File: config.mk
export PLATFORM = sky130hd
export DESIGN_NAME = dmux_dispatch
export DESIGN_NICKNAME = d
export VERILOG_FILES = /design/src/rtl/dmux_dispatch.sv
export SDC_FILE = /design/constraint.sdc
export NUM_CORES = 1
export LEC_CHECK = 0
export CORE_UTILIZATION = 45
export DETAILED_ROUTE_END_ITERATION = 8
export GPL_ROUTABILITY_DRIVEN = 0
export HOLD_SLACK_MARGIN = 0.02
export MAX_ROUTING_LAYER = met4
export PLACE_DENSITY = 0.76
export SYNTH_ARGS = -nofsm -noshare
export SYNTH_HDL_FRONTEND = slang
export SYNTH_SLANG_ARGS = --single-unit
File: constraint.sdc
create_clock -name clk -period 2.7 [get_ports clk]
set_input_delay 0.675 -clock clk [delete_from_list [all_inputs] [get_ports clk]]
set_output_delay 0.675 -clock clk [all_outputs]
set_load 0.005 [all_outputs]
File: src/rtl/dmux_dispatch.sv
// dmux_dispatch: one-entry handshaked word dispatcher for the DMux fabric.
// Steers each word to one consumer, addressed or round-robin with stall skipping.
module dmux_dispatch #(
    parameter int WIDTH   = 16,
    parameter int N_OUT   = 4,
    parameter int TIMEOUT = 8
) (
    input  logic                     clk,
    input  logic                     rst_n,
    input  logic                     mode,
    input  logic                     in_valid,
    output logic                     in_ready,
    input  logic [WIDTH-1:0]         in_data,
    input  logic [$clog2(N_OUT)-1:0] in_sel,
    output logic [N_OUT-1:0]         out_valid,
    input  logic [N_OUT-1:0]         out_ready,
    output logic [WIDTH-1:0]         out_data,
    output logic [$clog2(N_OUT)-1:0] rr_ptr,
    output logic [7:0]               sent_cnt,
    output logic [7:0]               skip_cnt
);

    localparam int SW = $clog2(N_OUT);
    localparam logic [7:0] LP_TO_LAST = 8'(TIMEOUT - 1);

    typedef enum logic {
        S_EMPTY,
        S_FULL
    } state_t;

    state_t           r_state;
    logic [WIDTH-1:0] r_hold_data;
    logic [SW-1:0]    r_hold_tgt;
    logic             r_hold_mode;
    logic [N_OUT-1:0] r_out_valid;
    logic [SW-1:0]    r_rr_ptr;
    logic [7:0]       r_sent;
    logic [7:0]       r_skip;
    logic [7:0]       r_wait;

    logic          w_full;
    logic          w_fire;
    logic          w_accept;
    logic          w_timeout;
    logic [SW-1:0] w_tgt_inc;
    logic [SW-1:0] w_rr_next;
    logic [SW-1:0] w_load_tgt;

    function automatic logic [N_OUT-1:0] f_onehot(input logic [SW-1:0] idx);
        logic [N_OUT-1:0] v;
        v      = '0;
        v[idx] = 1'b1;
        return v;
    endfunction

    assign w_full    = (r_state == S_FULL);
    assign w_fire    = w_full && out_ready[r_hold_tgt];
    assign in_ready  = rst_n && (!w_full || w_fire);
    assign w_accept  = in_valid && in_ready;
    assign w_tgt_inc = r_hold_tgt + SW'(1);

    // Only round-robin words time out; a fire always wins over a retarget.
    assign w_timeout = w_full && !w_fire && r_hold_mode
                       && (r_wait == LP_TO_LAST);

    // A back-to-back round-robin load must see the pointer the fire produces.
    assign w_rr_next  = (w_fire && r_hold_mode) ? w_tgt_inc : r_rr_ptr;
    assign w_load_tgt = mode ? w_rr_next : in_sel;

    always_ff @(posedge clk) begin
        if (!rst_n) begin
            r_state     <= S_EMPTY;
            r_hold_data <= '0;
            r_hold_tgt  <= '0;
            r_hold_mode <= 1'b0;
            r_out_valid <= '0;
            r_rr_ptr    <= '0;
            r_sent      <= '0;
            r_skip      <= '0;
            r_wait      <= '0;
        end else begin
            if (w_fire) begin
                r_sent <= r_sent + 8'd1;
                if (r_hold_mode) begin
                    r_rr_ptr <= w_tgt_inc;
                end
            end
            unique case (r_state)
                S_EMPTY: begin
                    if (w_accept) begin
                        r_state     <= S_FULL;
                        r_hold_data <= in_data;
                        r_hold_mode <= mode;
                        r_hold_tgt  <= w_load_tgt;
                        r_out_valid <= f_onehot(w_load_tgt);
                        r_wait      <= '0;
                    end
                end
                S_FULL: begin
                    if (w_fire) begin
                        r_wait <= '0;
                        if (w_accept) begin
                            r_hold_data <= in_data;
                            r_hold_mode <= mode;
                            r_hold_tgt  <= w_load_tgt;
                            r_out_valid <= f_onehot(w_load_tgt);
                        end else begin
                            r_state     <= S_EMPTY;
                            r_out_valid <= '0;
                        end
                    end else if (w_timeout) begin
                        r_hold_tgt  <= w_tgt_inc;
                        r_out_valid <= f_onehot(w_tgt_inc);
                        r_wait      <= '0;
                        if (r_skip != 8'hFF) begin
                            r_skip <= r_skip + 8'd1;
                        end
                    end else if (r_hold_mode) begin
                        r_wait <= r_wait + 8'd1;
                    end
                end
                default: begin
                    r_state <= S_EMPTY;
                end
            endcase
        end
    end

    assign out_valid = r_out_valid;
    assign out_data  = r_hold_data;
    assign rr_ptr    = r_rr_ptr;
    assign sent_cnt  = r_sent;
    assign skip_cnt  = r_skip;

endmodule

==> results of run 1 <==
==> worst min path at each step <==
stage	start	endpoint	slack [ns]	depth (start not counted)
after floorplan	out_data[0]$_SDFFE_PN0P_	out_data[0]$_SDFFE_PN0P_	0.45	2
after CTS	out_data[12]$_SDFFE_PN0P_	out_data[12]$_SDFFE_PN0P_	0.46	2
after global placement	out_data[3]$_SDFFE_PN0P_	out_data[3]$_SDFFE_PN0P_	0.44	2
after detailed placement	out_data[12]$_SDFFE_PN0P_	out_data[12]$_SDFFE_PN0P_	0.44	2
after global routing	out_data[15]$_SDFFE_PN0P_	out_data[15]$_SDFFE_PN0P_	0.48	2
final	out_data[5]$_SDFFE_PN0P_	out_data[5]$_SDFFE_PN0P_	0.45	2
==> worst min-delay path, stage by stage (launching register included) <==
cell	delay, ns
dfxtp_1	0.32
nand3_1	0.06
nand2_1	0.04
==> placed cells by master (no fill, tap or decap), types with 5 or more instances in the layout <==
cell type        count
a21oi_1              5
and3_1               6
buf_4               15
clkbuf_8             5
clkdlybuf4s50_1     62
dfxtp_1             50
ha_1                 7
nand2_1             42
nand3_1             23
nand4_1             11
nor2_1              31
o21ai_0              6
xnor2_1              6
xor2_1              12
==> stage by stage <==
stage / hold WS, ns / total power [W]
after floorplan: 0.4503 / 0.0009193
after global placement: 0.4405 / 0.001060
after detailed placement: 0.4438 / 0.001064
after CTS: 0.4581 / 0.001582
after global routing: 0.4793 / 0.001642
final: 0.4549 / 0.001567
==> metal layers <==
| metal | vias to the layer above | wire length [um] | track usage |
|---|---|---|---|
| li1 | 1080 | - | - |
| met3 | 7 | 235 | 0.04801 |
| met5 | - | 0 | - |
| met1 | 982 | 2522 | 0.2830 |
| met4 | 0 | 67 | 0.06410 |
| met2 | 44 | 2641 | 0.3201 |
==> kinds of logic (layout without fill, tap and decap cells) <==
kind of cell               Yosys count  count (layout)  share of synthesized area
and+or+nand+nor                    136             136                     0.2939
DFF                                 50              50                     0.4345
AOI/OAI and AO/OA                   32              32                     0.1005
xor gates and xnor gates            18              18                    0.06844
buffers and inverters               16              92                    0.02770
adders and majority gates            7               7                    0.03802
muxes                                7               7                    0.03694
==> final cells by class <==
type	instances	area (sq um)	share of cell area
sequential	50	1001	0.3097
clock inverter	3	40.04	0.01239
clock buffer	5	68.82	0.02129
inverter	4	15.01	0.004646
timing repair buffer	80	770.7	0.2385
tap	67	83.83	0.02594
multi-input combinational	200	1252	0.3875
==> state kept, by name (all words and copies together), names as in the netlist <==
name         cells
out_data        16
out_valid        4
r_hold_mode      1
r_hold_tgt       2
r_state          1
r_wait           8
rr_ptr           2
sent_cnt         8
skip_cnt         8
==> power breakdown <==
| part | internal (W) | switching, W | total (W) |
|---|---|---|---|
| Sequential | 0.000770 | 0.0000232 | 0.000793 |
| Combinational | 0.000143 | 0.000114 | 0.000257 |
| Clock | 0.000273 | 0.000244 | 0.000516 |
==> what timing repair did <==
action,CTS,global route
setup endpoints to repair,1,2
pin swaps,1,1
gates resized for setup,4,3
==> results by group, run 1 <==
Worst setup path
  • WP data arrival: between 1.5 and 2 ns
  • Crit Path Category: in2out
  • Origin of the critical flop-to-flop path: r_wait[0]$_SDFFE_PN0P_
  • Kind of cell adding the most delay to the critical path: multiplexers
  • Worst Path Required: 2.03 ns
  • Cell depth of the worst setup path: 5
  • CP max stage cell: mux4_2
  • RR Endpoint: skip_cnt[7]$_SDFFE_PN0P_
  • Critical path's largest stage delay: 0.53 ns
  • R2R setup slack: ~0.30 ns
  • CP Max Fanout: 2
  • Crit path capture type: primary output
  • Buffer and inverter count on the worst path: 2
  • Crit path launch type: primary input
  • Cell-by-cell listing of the critical path: clkdlybuf4s50_1 -> mux4_2 -> nor2_4 -> nor2_1 -> clkbuf_2
  • CP endpoint: in_ready
  • Setup crit start: out_ready[3]
  • Worst-case reg-to-reg path depth: 6

Finish
  • Syn-to-layout area delta: 40.30%
  • Antenna Cells: 0
  • Final net count: around 370
  • Fin cells: a little over 400
  • Final Core Density: 0.6709
  • Layout cell share with drive strength beyond 1: 0.1023
  • Post-Layout Inst Area: around 3200 sq um
  • Fill cells: around 420

Die
  • Chip height: roughly 74 um
  • Die ar.: between 5000 and 6000 sq um
  • Die W: approximately 74 um
  • Row count: 25
  • Initial Utilization: 0.4782
  • CORE AREA: 4817 sq um
  • Boundary pin count: 65

Drt
  • Drt first pass iters: 4
  • Wire length per cell: between 10 and 15 um
  • Total wire length: roughly 5500 um
  • Avg Vias per Cell: slightly above 5
  • Antenna Nets Post-Route: 0
  • Residual DRC count: 0
  • DR vias: ~2100
  • Iter 0 DRT Violations: 90

Clock tree
  • Clock input transition at the sequential cells of the worst setup and hold paths: 0.09 ns
  • CTS root buffer: clkbuf_8
  • Cts hold-fix bufs: 0
  • Setup Buffers After CTS: 0
  • CTS tree: built
  • Clock latency on the worst-skew pair: about 0.3 ns
  • CTS max path bufs: 2
  • Total clock sinks: 50
  • Htree depth: 2
  • Total CTS buffers: 5

Logic synthesis
  • Ys Warns: 0
  • Async S/R FF share, synth: 0
  • Post-synth cell types: between 40 and 50
  • Post-Syn Nets: 299
  • Commonest cells in the netlist: 50 x dfxtp_1, 42 x nand2_1, 32 x nor2_1, 23 x nand3_1, 12 x xor2_1
  • Mapped Cells: ~270
  • Post-synthesis sequential area ratio: 0.4345
  • Post-synthesis register bit count: 50
  • EDFF count, synth: 0
  • Post-Syn Area per Cell: slightly below 9 sq um
  • Cell taking the most area after synthesis: dfxtp_1
  • Main area contributors after synthesis: dfxtp_1 43%, nand2_1 6.8%, nor2_1 5.2%, nand3_1 5.0%, xor2_1 4.6%
  • Ys flop type: dfxtp_1
  • Share of Yosys cell area claimed by the top area cell type: 0.4345
  • Most frequent cell after synthesis: dfxtp_1
  • Netlist Area Pre-Place: between 2000 and 2500 sq um

Timing
  • Setup total negative slack: 0 ns
  • Minimum clock period: between 2 and 3 ns
  • Final hold violation count: 0
  • PnR worst setup slack: around 0.14 ns
  • Slew of the pin with the lowest slew margin: approximately 0.5 ns
  • Achievable clock frequency: ~390 MHz
  • Worst clock skew: 0.004933 ns
  • Slew Limit Headroom: 0.6654
  • Unrepaired setup endpoints after global routing: no
  • # setup viols final: 0
  • Fin. max-slew vios: 0
  • Final cycle utilization of the critical path: 0.9467

Global route
  • Initial antenna violation count: 0
  • Vias in the first global route: 1884
  • Largest net degree at the start of global routing: 21
  • First-pass GRT wire length: ~8600 um
  • Total track usage: 0.2120
  • Global route overflow: 0

Power and ir drop
  • VDD IR max: ~0.38 mV
  • Lkg Pwr: between 1 and 1.5 nW
  • PD cells: a little under 500 nW/um^2

Place
  • Pre-CTS setup slack: -0.2321 ns
  • Port bufs: 64
  • DP HPWL: approximately 4000 um
  • Placed cell area: roughly 3100 sq um
  • Placed Instances: 401

Min path
  • Worst hold path class: reg2reg

Flow run
  • # Max-Cap Violations: 0

Outcome
  • Status: finished clean
(Power assumes the default switching activity.)
==> inputs of run 2 (changes only) <==
--- a/config.mk
+++ b/config.mk
@@ -5,12 +5,14 @@
 export SDC_FILE = /design/constraint.sdc
 export NUM_CORES = 1
 export LEC_CHECK = 0
+export ABC_AREA = 0
 export CORE_UTILIZATION = 45
 export DETAILED_ROUTE_END_ITERATION = 8
 export GPL_ROUTABILITY_DRIVEN = 0
 export HOLD_SLACK_MARGIN = 0.02
 export MAX_ROUTING_LAYER = met4
 export PLACE_DENSITY = 0.76
+export SETUP_SLACK_MARGIN = 0.3
 export SYNTH_ARGS = -nofsm -noshare
 export SYNTH_HDL_FRONTEND = slang
 export SYNTH_SLANG_ARGS = --single-unit
==> results by group, run 2 (same netlist as run 1, synthesis figures left out) <==
Global route
  • GR Util met3: 0.04801 (unchanged)
  • Initial antenna violation count: 0 (unchanged)
  • Total track usage: 0.2120 (unchanged)
  • GR Util met1: 0.2830 (unchanged)
  • Grt met2 use: 0.3201 (unchanged)
  • Largest net degree at the start of global routing: 21 (unchanged)
  • First-pass GRT wire length: 8625 um (unchanged)
  • Global route overflow: 0 (unchanged)
  • Most crowded layer after global routing: met2 (unchanged)
  • Vias in the first global route: 1886 (was 1884)

Timing
  • Achievable clock frequency: 428.8 MHz (was 391.2 MHz)
  • Unrepaired setup endpoints after global routing: no (unchanged)
  • Minimum clock period: 2.332 ns (was 2.556 ns)
  • Setup total negative slack: 0 ns (unchanged)
  • Fin. max-slew vios: 0 (unchanged)
  • Slew of the pin with the lowest slew margin: 0.5076 ns (was 0.4949 ns)
  • Slew Limit Headroom: 0.6570 (was 0.6654)
  • # setup viols final: 0 (unchanged)
  • PnR worst setup slack: 0.3681 ns (was 0.1440 ns)
  • Worst clock skew: 0.004027 ns (was 0.004933 ns)
  • Final hold violation count: 0 (unchanged)
  • Final cycle utilization of the critical path: 0.8637 (was 0.9467)

Worst setup path
  • Worst Path Required: 2.03 ns (about the same)
  • Crit path launch type: primary input (unchanged)
  • R2R setup slack: 0.54 ns (was 0.30 ns)
  • RR Endpoint: skip_cnt[6]$_SDFFE_PN0P_ (was skip_cnt[7]$_SDFFE_PN0P_)
  • Cell-by-cell listing of the critical path: clkdlybuf4s15_1 -> mux4_2 -> nor2_4 -> nor2_1 -> buf_2 (was clkdlybuf4s50_1 -> mux4_2 -> nor2_4 -> nor2_1 -> clkbuf_2)
  • Worst-case reg-to-reg path depth: 7 (was 6)
  • Origin of the critical flop-to-flop path: r_hold_tgt[0]$_SDFFE_PN0P_ (was r_wait[0]$_SDFFE_PN0P_)
  • Critical path's largest stage delay: 0.53 ns (about the same)
  • Crit path capture type: primary output (unchanged)
  • Crit Path Category: in2out (unchanged)
  • CP max stage cell: mux4_2 (unchanged)
  • CP Max Fanout: 2 (unchanged)
  • WP data arrival: 1.66 ns (was 1.88 ns)
  • Setup crit start: out_ready[3] (unchanged)

Die
  • Initial Utilization: 0.4782 (unchanged)
  • Die ar.: 5409 sq um (unchanged)
  • Row count: 25 (unchanged)
  • CORE AREA: 4817 sq um (unchanged)
  • Die W: 73.55 um (unchanged)
  • Chip height: 73.55 um (unchanged)
  • Boundary pin count: 65 (unchanged)

Place
  • Placed cell area: 3112 sq um (unchanged)
  • DP HPWL: 3961 um (unchanged)
  • Pre-CTS setup slack: -0.2321 ns (unchanged)
  • Port bufs: 64 (unchanged)

Drt
  • Antenna Nets Post-Route: 0 (unchanged)
  • Iter 0 DRT Violations: 84 (was 90)
  • Avg Vias per Cell: 5.166 (unchanged)
  • DR vias: 2113 (unchanged)
  • Wire length per cell: 13.33 um (was 13.36 um)
  • Total wire length: 5453 um (was 5466 um)
  • Residual DRC count: 0 (unchanged)
  • Drt first pass iters: 4 (unchanged)

Finish
  • Fill cells: 419 (was 418)
  • Most frequent cells in the layout: 59 x clkdlybuf4s50_1, 50 x dfxtp_1, 41 x nand2_1 (was 62 x clkdlybuf4s50_1, 50 x dfxtp_1, 42 x nand2_1)
  • Layout cell share with drive strength beyond 1: 0.1082 (was 0.1023)
  • Syn-to-layout area delta: 40.58% (was 40.30%)
  • Final net count: 374 (unchanged)
  • Antenna Cells: 0 (unchanged)
  • Commonest non-fill, non-tap cell in the layout: clkdlybuf4s50_1 (unchanged)
  • Post-Layout Inst Area: 3238 sq um (was 3232 sq um)
  • Max FFs per register: 16 (unchanged)
  • Final Core Density: 0.6722 (was 0.6709)

Clock tree
  • Setup Buffers After CTS: 0 (unchanged)
  • Htree depth: 2 (unchanged)
  • Total clock sinks: 50 (unchanged)
  • CTS root buffer: clkbuf_8 (unchanged)
  • CTS max path bufs: 2 (unchanged)
  • Cts hold-fix bufs: 0 (unchanged)
  • Total CTS buffers: 5 (unchanged)
  • CTS tree: built (unchanged)
  • Clock input transition at the sequential cells of the worst setup and hold paths: 0.09 ns (about the same)
  • Clock latency on the worst-skew pair: 0.30 ns (about the same)

Min path
  • Hold EP: out_data[5]$_SDFFE_PN0P_ (unchanged)
  • Worst Hold Depth: 2 (unchanged)
  • Worst hold path class: reg2reg (unchanged)
  • Worst Hold Launch: out_data[5]$_SDFFE_PN0P_ (unchanged)

Power and ir drop
  • Lkg Pwr: 1.325 nW (was 1.328 nW)
  • PD cells: 482.9 nW/um^2 (was 484.7 nW/um^2)
  • VDD IR max: 0.3750 mV (was 0.3756 mV)
  • Design Power: 0.001564 W (was 0.001567 W)

Flow run
  • # Max-Cap Violations: 0 (unchanged)

Outcome
  • Status: finished clean (unchanged)
-- run 2: metrics by stage --
| stage | hold WS [ns] | std cells |
|---|---|---|
| after detailed placement | 0.4438 | 401 |
| after CTS | 0.4581 | 409 |
| final | 0.4548 | 409 |
| after floorplan | 0.4503 | 266 |
| after global placement | 0.4405 | 401 |
| after global routing | 0.4793 | 409 |
-- run 2: worst max-delay path, delay by kind of cell --
family | cells | cell delay (ns)
and+or+nand+nor | 2 | 0.17
buffers and inverters | 2 | 0.29
muxes | 1 | 0.53
-- run 2: power by group --
group	leakage [nW]	internal [W]	total, W	switching, W
clock network	0.0579	0.000273	0.000516	0.000243
logic	0.859	0.000142	0.000255	0.000113
registers	0.408	0.000770	0.000793	0.0000230
total	1.33	0.00118	0.00156	0.000379
-- run 2: worst max path at each step --
stage                                     to  cells after the start
CTS                 skip_cnt[7]$_SDFFE_PN0P_                      6
finish                              in_ready                      5
floorplan           skip_cnt[7]$_SDFFE_PN0P_                      5
global placement                    in_ready                      5
global route        skip_cnt[6]$_SDFFE_PN0P_                      8
detailed placement                  in_ready                      5
-- run 2: routing by layer --
| metal | part of all wire | up-vias |
|---|---|---|
| met5 | 0 | - |
| met4 | 0.012 | 0 |
| met3 | 0.046 | 7 |
| met2 | 0.49 | 56 |
| met1 | 0.45 | 972 |
| li1 | - | 1078 |
-- run 2: timing repair --
item,in CTS,in global routing
endpoints found under the setup margin,5,8
gates cloned,0,0
pin swaps,2,1
resized for setup,14,3
-- run 2: cell type report --
class | instances | area (sq um) | share of cell area
clock buffers | 5 | 68.82 | 0.02125
flip-flops and latches | 50 | 1001 | 0.3091
multi-input cells | 200 | 1261 | 0.3895
clock inverters | 3 | 40.04 | 0.01236
inverters | 4 | 15.01 | 0.004637
repair buffers | 80 | 768.2 | 0.2372
well taps | 67 | 83.83 | 0.02589
